`src/rtl/uart_tx_pkg.sv`:
```
// Shared types and default sizing for the FIFO-draining UART transmitter.
package uart_tx_pkg;

  typedef enum logic [2:0] {
    IDLE  = 3'd0,
    REQ   = 3'd1,
    LOAD  = 3'd2,
    START = 3'd3,
    DATA  = 3'd4,
    STOP  = 3'd5
  } state_t;

  localparam int DEFAULT_DATA_WIDTH     = 8;
  localparam int DEFAULT_CLKS_PER_BIT   = 16;
  localparam int DEFAULT_BAUD_CNT_WIDTH = 8;

endpackage

```
`src/rtl/uart_baud_cnt.sv`:
```
// Bit-period counter: counts 0..CLKS_PER_BIT-1, wraps, and flags the last cycle of each bit.
module uart_baud_cnt #(
  parameter int CLKS_PER_BIT = 16,
  parameter int CNT_WIDTH    = 8
) (
  input  logic clk,
  input  logic reset,
  input  logic clear,
  output logic bit_end
);

  localparam logic [CNT_WIDTH-1:0] LAST = CNT_WIDTH'(CLKS_PER_BIT - 1);

  logic [CNT_WIDTH-1:0] cnt_reg;

  always_ff @(posedge clk or posedge reset) begin
    if (reset) begin
      cnt_reg <= '0;
    end else if (clear || bit_end) begin
      cnt_reg <= '0;
    end else begin
      cnt_reg <= cnt_reg + 1'b1;
    end
  end

  assign bit_end = (cnt_reg == LAST);

endmodule

```
`src/rtl/uart_tx_drain.sv`:
```
// Pops bytes from an upstream FIFO and sends each as a start / LSB-first data / stop frame.
module uart_tx_drain
  import uart_tx_pkg::*;
#(
  parameter int DATA_WIDTH     = DEFAULT_DATA_WIDTH,
  parameter int CLKS_PER_BIT   = DEFAULT_CLKS_PER_BIT,
  parameter int BAUD_CNT_WIDTH = DEFAULT_BAUD_CNT_WIDTH
) (
  input  logic                  clk,
  input  logic                  reset,
  input  logic                  enable,
  input  logic                  fifo_empty,
  input  logic [DATA_WIDTH-1:0] fifo_data,
  output logic                  fifo_read,
  output logic                  tx,
  output logic                  busy,
  output logic                  frame_done
);

  localparam int IDX_W = $clog2(DATA_WIDTH + 1);
  localparam logic [IDX_W-1:0] LAST_IDX = IDX_W'(DATA_WIDTH - 1);

  state_t                state_reg, state_next;
  logic [DATA_WIDTH-1:0] shift_reg, shift_next;
  logic [IDX_W-1:0]      bit_idx_reg, bit_idx_next;
  logic                  tx_reg, tx_next;
  logic                  baud_clear;
  logic                  bit_end;

  // Counter is held at zero outside the serial states so START always begins a full period.
  assign baud_clear = (state_reg == IDLE) || (state_reg == REQ) || (state_reg == LOAD);

  uart_baud_cnt #(
    .CLKS_PER_BIT(CLKS_PER_BIT),
    .CNT_WIDTH   (BAUD_CNT_WIDTH)
  ) u_baud_cnt (
    .clk    (clk),
    .reset  (reset),
    .clear  (baud_clear),
    .bit_end(bit_end)
  );

  always_ff @(posedge clk or posedge reset) begin
    if (reset) begin
      state_reg   <= IDLE;
      shift_reg   <= '0;
      bit_idx_reg <= '0;
      tx_reg      <= 1'b1;
    end else begin
      state_reg   <= state_next;
      shift_reg   <= shift_next;
      bit_idx_reg <= bit_idx_next;
      tx_reg      <= tx_next;
    end
  end

  always_comb begin
    state_next   = state_reg;
    shift_next   = shift_reg;
    bit_idx_next = bit_idx_reg;
    tx_next      = 1'b1;

    case (state_reg)
      IDLE: begin
        if (enable && !fifo_empty) state_next = REQ;
      end
      REQ: begin
        state_next = LOAD;
      end
      LOAD: begin
        shift_next   = fifo_data;
        bit_idx_next = '0;
        state_next   = START;
      end
      START: begin
        if (bit_end) state_next = DATA;
      end
      DATA: begin
        if (bit_end) begin
          shift_next   = shift_reg >> 1;
          bit_idx_next = bit_idx_reg + 1'b1;
          if (bit_idx_reg == LAST_IDX) state_next = STOP;
        end
      end
      STOP: begin
        if (bit_end) state_next = (enable && !fifo_empty) ? REQ : IDLE;
      end
      default: begin
        state_next = IDLE;
      end
    endcase

    // tx is registered, so it is computed from the state being entered.
    case (state_next)
      START:   tx_next = 1'b0;
      DATA:    tx_next = shift_next[0];
      default: tx_next = 1'b1;
    endcase
  end

  assign tx         = tx_reg;
  assign fifo_read  = (state_reg == REQ);
  assign busy       = (state_reg != IDLE);
  assign frame_done = (state_reg == STOP) && bit_end;

endmodule

```
`config.mk`:
```
export PLATFORM = sky130hd
export DESIGN_NAME = uart_tx_drain
export DESIGN_NICKNAME = d
export VERILOG_FILES = /design/src/rtl/uart_tx_pkg.sv /design/src/rtl/uart_baud_cnt.sv /design/src/rtl/uart_tx_drain.sv
export SDC_FILE = /design/constraint.sdc
export NUM_CORES = 1
export LEC_CHECK = 0
export CELL_PAD_IN_SITES_DETAIL_PLACEMENT = 1
export CELL_PAD_IN_SITES_GLOBAL_PLACEMENT = 1
export CORE_MARGIN = 2
export CORE_UTILIZATION = 40
export CTS_CLUSTER_DIAMETER = 150
export DETAILED_ROUTE_END_ITERATION = 10
export GPL_TIMING_DRIVEN = 0
export PLACE_DENSITY = 0.74
export SETUP_SLACK_MARGIN = 0.5
export SLEW_MARGIN = 30
export SYNTH_ARGS = -nofsm -noshare
export SYNTH_HDL_FRONTEND = slang
export SYNTH_SLANG_ARGS = --single-unit
```
`constraint.sdc`:
```
create_clock -name clk -period 2.35 [get_ports clk]
set_clock_uncertainty 0.15 [all_clocks]
set_input_delay 0.235 -clock clk [delete_from_list [all_inputs] [get_ports clk]]
set_output_delay 0.235 -clock clk [all_outputs]
set_load 0.005 [all_outputs]
```
==> results_dict.tcl, run 1 <==
set metrics [dict create \
    status "complete, but fails checks" \
    failed_checks "design-rule violations" \
    max_clock_freq_ghz 0.4534 \
    final_nets 167 \
    p_leak_nw 0.7591 \
    top_layer "met4" \
    viasPerCell 5.710 \
    sequentialPowerShare_pct 55.2 \
    ys_seq_area_share_pct 50.16 \
    synth_edf_count 0 \
    core_area_um2 2805 \
    syn_inst 116 \
    rows 19 \
    cts_buffer_depth 2 \
    drtIter0Drc 41 \
    cts.sinks 24 \
    start_util_pct 42.77 \
    wl_met3_um 120 \
    met1Wirelength_mm 1.420 \
    drcViolationCount 3 \
    grt_pass1_vias 1110 \
    setup_violations 0 \
    fin_util_pct 59.41 \
    rsz0062_at_grt "true" \
    gp_congestion 0.7538 \
    post-route-min-period_ns 2.206 \
    reg2reg_setup_slack_ns 0.14 \
    powerDensity_nw_per_um2 461.0 \
    ys_seq_elements 24 \
    netlist_area_um2 1200 \
    period_share_pct 93.86 \
    antenna_found_initial 0 \
    yosys.cell_types.count 34 \
    setup_tns_ns 0 \
    syn_nets 130 \
    pwr-share-clk_pct 39.5 \
    relSlewSlack_pct 65.12 \
    h-tree-depth 1 \
    yosys_warnings 0 \
    end_kind "flip-flop" \
    worst_ep_required_time_ns 2.46 \
    drtPass1Iterations 7 \
    cap_viol_max_count 0 \
    die_x_um 58.77 \
    synthToLayoutAreaGrowth_pct 38.89 \
    io_buffers 15 \
    crit_type "flip-flop to flip-flop" \
    p_sw_share_pct 19.54 \
    drv_slew 0 \
    drive_gt1_share_pct 32.89 \
    wirelength_mm 3.145 \
    p_int_mw 0.6181 \
    via_count 1045 \
    numCtsBuffers 3 \
    n_antenna_cell 0 \
    grt.total_usage_pct 20.27 \
    synth_ff_type "dfrtp_1" \
    power.switching_mw 0.1501 \
    synth.avg_cell_area_um2 10.34 \
    p_comb_share_pct 5.3 \
    grt_max_degree 25 \
    floorplan.io_pins 16 \
    design_area_um2 1667 \
    ant_nets 0 \
    cts_hold_buf 0 \
    clk_pin_slew_worst_paths_ns 0.14 \
    dr_wl_met2_mm 1.556 \
    crit_fanout 4 \
    cp-start-kind "flip-flop" \
    wl_per_cell_um 17.19 \
    ctsRootBufferMaster "clkbuf_4" \
    hp-class "input pin to asynchronous set/reset pin" \
    vdd_drop_max_mv 0.4128 \
    worst-endpoint-arrival_ns 2.31 \
    placed_cell_area_um2 1391 \
    insertion_delay_ns 0.32 \
    grt_pass1_wl_mm 5.292 \
    die_y_um 58.77 \
    grt-ovfl-total 0 \
    cts_tree "built" \
    worst_pin_slew_ns 0.5224 \
    async_flop_share_pct 100.0 \
    final-hold-violation-count 0 \
    die_area_um2 3454 \
]
[critical path, stage by stage, from the launching register on]
cell and delay [ns]:
dfrtp_1 0.42, or4_4 0.57, or4_4 0.46, or3_4 0.38, a21oi_2 0.15
[cells in the final DEF, fill, tap and decap left out, types with 2 or more instances in the layout]
master,n
nand3_1,3
nor4_4,2
clkdlybuf4s50_1,12
a21o_1,7
inv_1,3
clkbuf_2,2
nand2_1,7
or3_1,3
or4_4,3
dfrtp_2,3
a21oi_1,4
xnor2_1,3
xor2_1,2
buf_4,16
a22o_1,6
nand2b_1,3
clkbuf_4,4
nor3_2,2
dfrtp_1,20
buf_6,3
o21ai_0,6
nor2_1,9
[cells in the mapped netlist (all sizes together), types with 2 or more instances]
cell type / instances / share of area [%]
inv: 5 / 1.6
nand2b: 3 / 1.6
a21o: 7 / 4.4
or4: 3 / 2.5
nor4: 2 / 2.3
o21ai: 6 / 2.5
dfrtp: 23 / 48
a21oi: 5 / 2.1
mux2: 2 / 1.9
ha: 2 / 2.1
nand3: 4 / 1.7
clkbuf: 4 / 1.3
nand2: 8 / 2.5
nor2: 10 / 3.1
xor2: 2 / 1.5
a22o: 6 / 4.4
xnor2: 3 / 2.2
o311ai: 2 / 1.5
nor3: 4 / 1.7
or3: 4 / 2.1
[kinds of logic after synthesis]
logic type / after synthesis / share of synthesized area, %
and+or+nand+nor: 41 / 19.60
AOI/OAI and AO/OA: 32 / 19.40
DFF: 24 / 50.16
buffers and inverters: 10 / 3.232
xor gates and xnor gates: 5 / 3.650
muxes: 2 / 1.877
adders and majority gates: 2 / 2.085
[power groups by stage]
stage | registers, mW | logic [mW] | clock network [mW]
finish | 0.424 | 0.0404 | 0.304
global route | 0.425 | 0.0439 | 0.338
CTS | 0.424 | 0.0404 | 0.309
detailed placement | 0.432 | 0.0403 | 0
global placement | 0.432 | 0.0398 | 0
floorplan | 0.431 | 0.0161 | 0
[metal layers]
layer | global-route usage [%] | up-vias
met1 | 26.20 | 514
met4 | 7.143 | 0
li1 | - | 497
met2 | 33.49 | 28
met5 | 0 | -
met3 | 4.396 | 6
[worst paths after layout]
| kind | start | end | cells past startpoint |
|---|---|---|---|
| max reg2reg | u_baud_cnt.cnt_reg[7] | bit_idx_reg[3] | 4 |
| max in group asynchronous | reset | state_reg[2] | 2 |
| min reg2reg | u_baud_cnt.cnt_reg[0] | u_baud_cnt.cnt_reg[0] | 1 |
| min in group clk | fifo_data[7] | shift_reg[7] | 3 |
| max | u_baud_cnt.cnt_reg[7] | bit_idx_reg[3] | 4 |
| min | reset | u_baud_cnt.cnt_reg[2] | 2 |
[stage by stage]
stage / hold WS [ns] / instances / power [mW] / setup slack, ns
3_3_place_gp: 0.2974 / 162 / 0.4713 / 0.1035
5_1_grt: 0.09369 / 183 / 0.8071 / 0.1133
4_1_cts: 0.2810 / 178 / 0.7733 / 0.1663
3_5_place_dp: 0.3197 / 162 / 0.4724 / 0.05402
6_report: 0.09711 / 183 / 0.7683 / 0.1443
2_1_floorplan: 0.09888 / 116 / 0.4471 / 0.2665
[layout make-up]
class                           instances  area (um^2)
Timing Repair Buffer                   32        270.3
Multi-Input combinational cell         82        629.4
Inverter                                5        22.52
Clock buffer                            3        22.52
Clock inverter                          1        30.03
Buffer                                  5        47.55
Sequential cell                        24        605.6
Fill cell                             314         1139
Tap cell                               31        38.79
[what timing repair did]
item                                    in CTS  in global routing
hold endpoints to repair                     0                  0
gates resized for setup                     27                 12
gates cloned                                 1                  0
setup buffers                               11                  5
endpoints found under the setup margin      18                 17
pin swaps                                    5                  2
No activity file was read; power rests on OpenSTA's default activity.
==> run 2: changes to the inputs <==
Settings changed: SKIP_CTS_REPAIR_TIMING from default to 1.
==> run 2 against run 1 <==
Against the previous run:
- the run still ends with design-rule violations left
- critical endpoint unchanged
- largest cell class unchanged
- setup slack got worse by 0.030 ns
- combinational power about the same
- worst hold slack lost 0.0054 ns
- register-to-register slack got worse by 0.03 ns
- count of clock-buffer cells in the layout did not move
==> results_dict.tcl, run 2 (synthesized netlist as in run 1, its figures left out) <==
set metrics [dict create \
    status "complete, but fails checks" \
    failed_checks "design-rule violations" \
    setup_violations 0 \
    grt_max_degree 25 \
    dp_cells 162 \
    place_ws_ns 0.05402 \
    cts_tree "built" \
    critPathLaunch "u_baud_cnt.cnt_reg[5]" \
    final_cell_mix "dfrtp_1, buf_4, clkdlybuf4s50_1" \
    powerDensity_nw_per_um2 446.7 \
    p_leak_nw 0.7992 \
    post-route-min-period_ns 2.236 \
    die_area_um2 3454 \
    fin_util_pct 60.84 \
    cap_viol_max_count 0 \
    final_common_cell "dfrtp_1" \
    met3_usage_pct 4.176 \
    path_common_cell "or4_4" \
    max_clock_freq_ghz 0.4472 \
    synthToLayoutAreaGrowth_pct 42.23 \
    drive_gt1_share_pct 33.55 \
    wirelength_mm 3.192 \
    wl_per_cell_um 17.44 \
    ant_nets 0 \
    setup_ws_ns 0.1138 \
    rsz0062_at_grt "true" \
    critical-path-top-delay-family "simple AND/OR/NAND/NOR gates" \
    rows 19 \
    floorplan.io_pins 16 \
    worst_pin_slew_ns 0.5000 \
    power_mw 0.7624 \
    fin_cells 183 \
    io_buffers 15 \
    ctsRootBufferMaster "clkbuf_4" \
    cts.sinks 24 \
    grt_pass1_vias 1090 \
    antenna_found_initial 0 \
    crit_fanout 5 \
    clk_pin_slew_worst_paths_ns 0.13 \
    numCtsBuffers 3 \
    insertion_delay_ns 0.32 \
    r2r-start "u_baud_cnt.cnt_reg[5]" \
    cp-start-kind "flip-flop" \
    gp_congestion 0.7538 \
    grtUsageMet1_pct 22.78 \
    design_area_um2 1707 \
    relSlewSlack_pct 66.62 \
    crit_chain "or4_4, or4_4, or3_4, a21oi_2" \
    worst_ep_required_time_ns 2.45 \
    top_usage_layer "met2" \
    vdd_drop_max_mv 0.4022 \
    drcViolationCount 3 \
    grt_util_met2_pct 30.48 \
    n_antenna_cell 0 \
    core_area_um2 2805 \
    grt_pass1_wl_mm 4.802 \
    die_y_um 58.77 \
    final-hold-violation-count 0 \
    drtPass1Iterations 7 \
    cts_buffer_depth 2 \
    worst-endpoint-arrival_ns 2.34 \
    die_x_um 58.77 \
    via_count 1047 \
    end_kind "flip-flop" \
    cp_num_buf_inv 0 \
    critPathSlowestCell "or4_4" \
    crit_type "flip-flop to flip-flop" \
    n_fill_cell 310 \
    start_util_pct 42.77 \
    period_share_pct 95.16 \
    grt.total_usage_pct 17.90 \
    crit_path_max_incr_delay_ns 0.57 \
    hp-class "input pin to asynchronous set/reset pin" \
    h-tree-depth 1 \
    drtIter0Drc 34 \
    placed_cell_area_um2 1391 \
    final_nets 167 \
    viasPerCell 5.721 \
    grt-ovfl-total 0 \
    drv_slew 0 \
]
## run 2: worst paths after layout
kind / endpoint / slack (ns) / cells after the start
max: bit_idx_reg[3] / 0.11 / 4
min: u_baud_cnt.cnt_reg[0] / 0.09 / 2
max reg2reg: bit_idx_reg[3] / 0.11 / 4
min reg2reg: shift_reg[1] / 0.35 / 1
max in group asynchronous: state_reg[2] / 1.59 / 2
min in group clk: shift_reg[7] / 0.31 / 3
## run 2: layer usage
layer  up-vias  wire length (um)
met4         0                23
met2        25              1655
li1        497                 -
met1       523              1379
met5         -                 0
met3         2               133
## run 2: area by class of cell
| type | instances | area [um^2] | share of cell area, % |
|---|---|---|---|
| clock inverter | 1 | 30.03 | 1.760 |
| sequential | 24 | 606.8 | 35.56 |
| clock buffer | 3 | 22.52 | 1.320 |
| buffer | 5 | 42.54 | 2.493 |
| timing repair buffer | 32 | 289.0 | 16.94 |
| inverter | 5 | 18.77 | 1.100 |
| tap | 31 | 38.79 | 2.273 |
| multi-input combinational | 82 | 658.1 | 38.56 |
## run 2: metrics by stage
step	TNS (ns)	hold slack [ns]
after floorplan	0	0.09888
after global placement	0	0.2974
after detailed placement	0	0.3197
after CTS	-0.5170	0.2812
after global routing	0	0.1093
final	0	0.09171
## run 2: where the power goes
part | leakage (nW) | switching [mW] | internal, mW
clock | 0.0279 | 0.125 | 0.173
sequential | 0.282 | 0.00395 | 0.420
combinational | 0.489 | 0.0153 | 0.0255
total | 0.799 | 0.144 | 0.618
==> variant: new RTL, flow settings as in run 1 <==
Register the output `tx` once more, with the module's reset; this adds one clock of latency there. The other outputs are not delayed to match. Comments in the files are not updated.
--- a/src/rtl/uart_tx_drain.sv
+++ b/src/rtl/uart_tx_drain.sv
@@ -98,7 +98,13 @@
     endcase
   end
 
-  assign tx         = tx_reg;
+  always_ff @(posedge clk or posedge reset) begin
+    if (reset) begin
+      tx <= '0;
+    end else begin
+      tx <= tx_reg;
+    end
+  end
   assign fifo_read  = (state_reg == REQ);
   assign busy       = (state_reg != IDLE);
   assign frame_done = (state_reg == STOP) && bit_end;
Formal check against the unedited RTL: not equivalent (a bounded check fails within 4 cycles, from zero or initial values and one cycle with reset high).
==> variant against run 1 <==
  * Power shrank 11%
  * Sequential power grew 4%
  * Sequential cell count grew 1
  * First-iteration DRC count shrank 46%
  * Design area grew 2.7%
  * Routed wire length grew 2.6%
  * Worst setup slack gained 29 ps
  * Synthesized area grew 2.1%
  * Critical endpoint is now shift_reg[1]
  * Largest cell class unchanged
  * Largest power group unchanged
==> variant: results (changes against run 1) <==
Power
  • P_sw: 159.6 uW (+6.3%)
  • Sequential share of power: 0.644 (+0.092)
  • VDD IR-drop max: 0.2618 mV (-37%)
  • Leak: 0.7830 nW (+3.1%)

Status
  • Status: complete, no violations

Synth
  • Area contributors post-synth: dfrtp_1 (49%), a21o_1 (4.3%), a22o_1 (4.3%), nor2_1 (3.1%), o21ai_0 (2.5%)
  • Mux contribution to synthesized area: 0.01839 (-0.0003834)
  • Adder-cell share of the synthesized area: 0.02043 (-0.0004260)
  • Post-synthesis compound-gate area fraction: 0.1900 (-0.003962)
  • Sequential fraction of the synthesis area: 0.5117 (+0.01018)
  • Syn nets: 131 (+0.77%)
  • Top cells by count, synth: dfrtp_1 (24), nor2_1 (10), nand2_1 (8)
  • XOR/XNOR share of the synthesized area: 0.03575 (-0.0007456)

Placed design
  • Placed Area: 1419 um^2 (+2.0%)
  • Routability congestion estimate: 0.7242 (-3.9%)

Layout
  • ANT cells: 0 (unchanged)
  • Final net count: 173 (+3.6%)
  • Layout cells sized above 1: 0.3418 (+0.01282)

Setup path
  • Worst R2R End: shift_reg[1]
  • Reg2reg path depth: 7 (+3)
  • Reg2reg start: u_baud_cnt.cnt_reg[7]
  • Flop-to-flop setup slack: 170 ps (+30 ps)
  • Critical path fanouts, max: 5 (+1)
  • Critical Path Max Stage Delay: approximately 560 ps

Routing
  • Initial DRC count: 22 (-46%)
  • Vias: 1074 (+2.8%)
  • Wire per inst: 16.90 um (-1.7%)
  • Drt pass-1 iters: 4 (-3)

Clocking
  • H-Tree Depth: 1 (unchanged)
  • Clk_lat worst skew: 340 ps (+20 ps)
  • Clk root buf: clkbuf_4

Global route
  • First-pass GRT wire length: 4919 um (-7.0%)
  • Gr usage total: 0.1903 (-0.01242)
  • Largest net degree at the start of global routing: 26 (+4.0%)

STA
  • Worst Tran Pin Value: 521.0 ps (-1.414 ps)
==> variant: changes by cell type after synthesis <==
cell            run 1  this run
dfrtp_1            23        24
==> variant: per-layer routing <==
layer	part of all wire	track usage	up-vias
met5	0	0	-
li1	-	-	513
met2	0.52	0.3344	20
met4	0.019	0.09091	0
met3	0.030	0.02620	7
met1	0.43	0.2268	534
==> variant: what timing repair did <==
item | CTS | global route
setup endpoints to repair | 18 | 19
cloned | 1 | 0
buffers inserted | 16 | 5
pin swaps | 7 | 9
gates resized for setup | 29 | 16
==> variant: cell type report <==
cell class / instances / area (um^2)
Timing Repair Buffer: 37 / 309.0
Multi-Input combinational cell: 82 / 631.9
Inverter: 5 / 22.52
Clock inverter: 1 / 5.005
Fill cell: 330 / 1266
Tap cell: 33 / 41.29
Buffer: 5 / 48.80
Clock buffer: 3 / 22.52
Sequential cell: 25 / 630.6
==> variant: how the worst max path moves through the flow <==
stage	cells after the start	start	slack, ps	endpoint
after CTS	4	u_baud_cnt.cnt_reg[6]	210	bit_idx_reg[3]
after detailed placement	4	u_baud_cnt.cnt_reg[4]	90	frame_done
final	7	u_baud_cnt.cnt_reg[7]	170	shift_reg[1]
after floorplan	4	u_baud_cnt.cnt_reg[7]	270	bit_idx_reg[3]
after global placement	4	u_baud_cnt.cnt_reg[4]	110	frame_done
after global routing	7	u_baud_cnt.cnt_reg[7]	130	shift_reg[1]
==> variant: per-stage QoR <==
stage | hold slack (ps) | setup WS (ps) | instances | power [mW]
floorplan | 111.6 | 266.5 | 117 | 0.4659
global placement | 229.7 | 108.7 | 165 | 0.4900
detailed placement | 232.5 | 86.91 | 165 | 0.4917
CTS | 251.5 | 206.5 | 186 | 0.6927
global route | 122.2 | 131.2 | 191 | 0.7086
finish | 84.88 | 172.9 | 191 | 0.6874
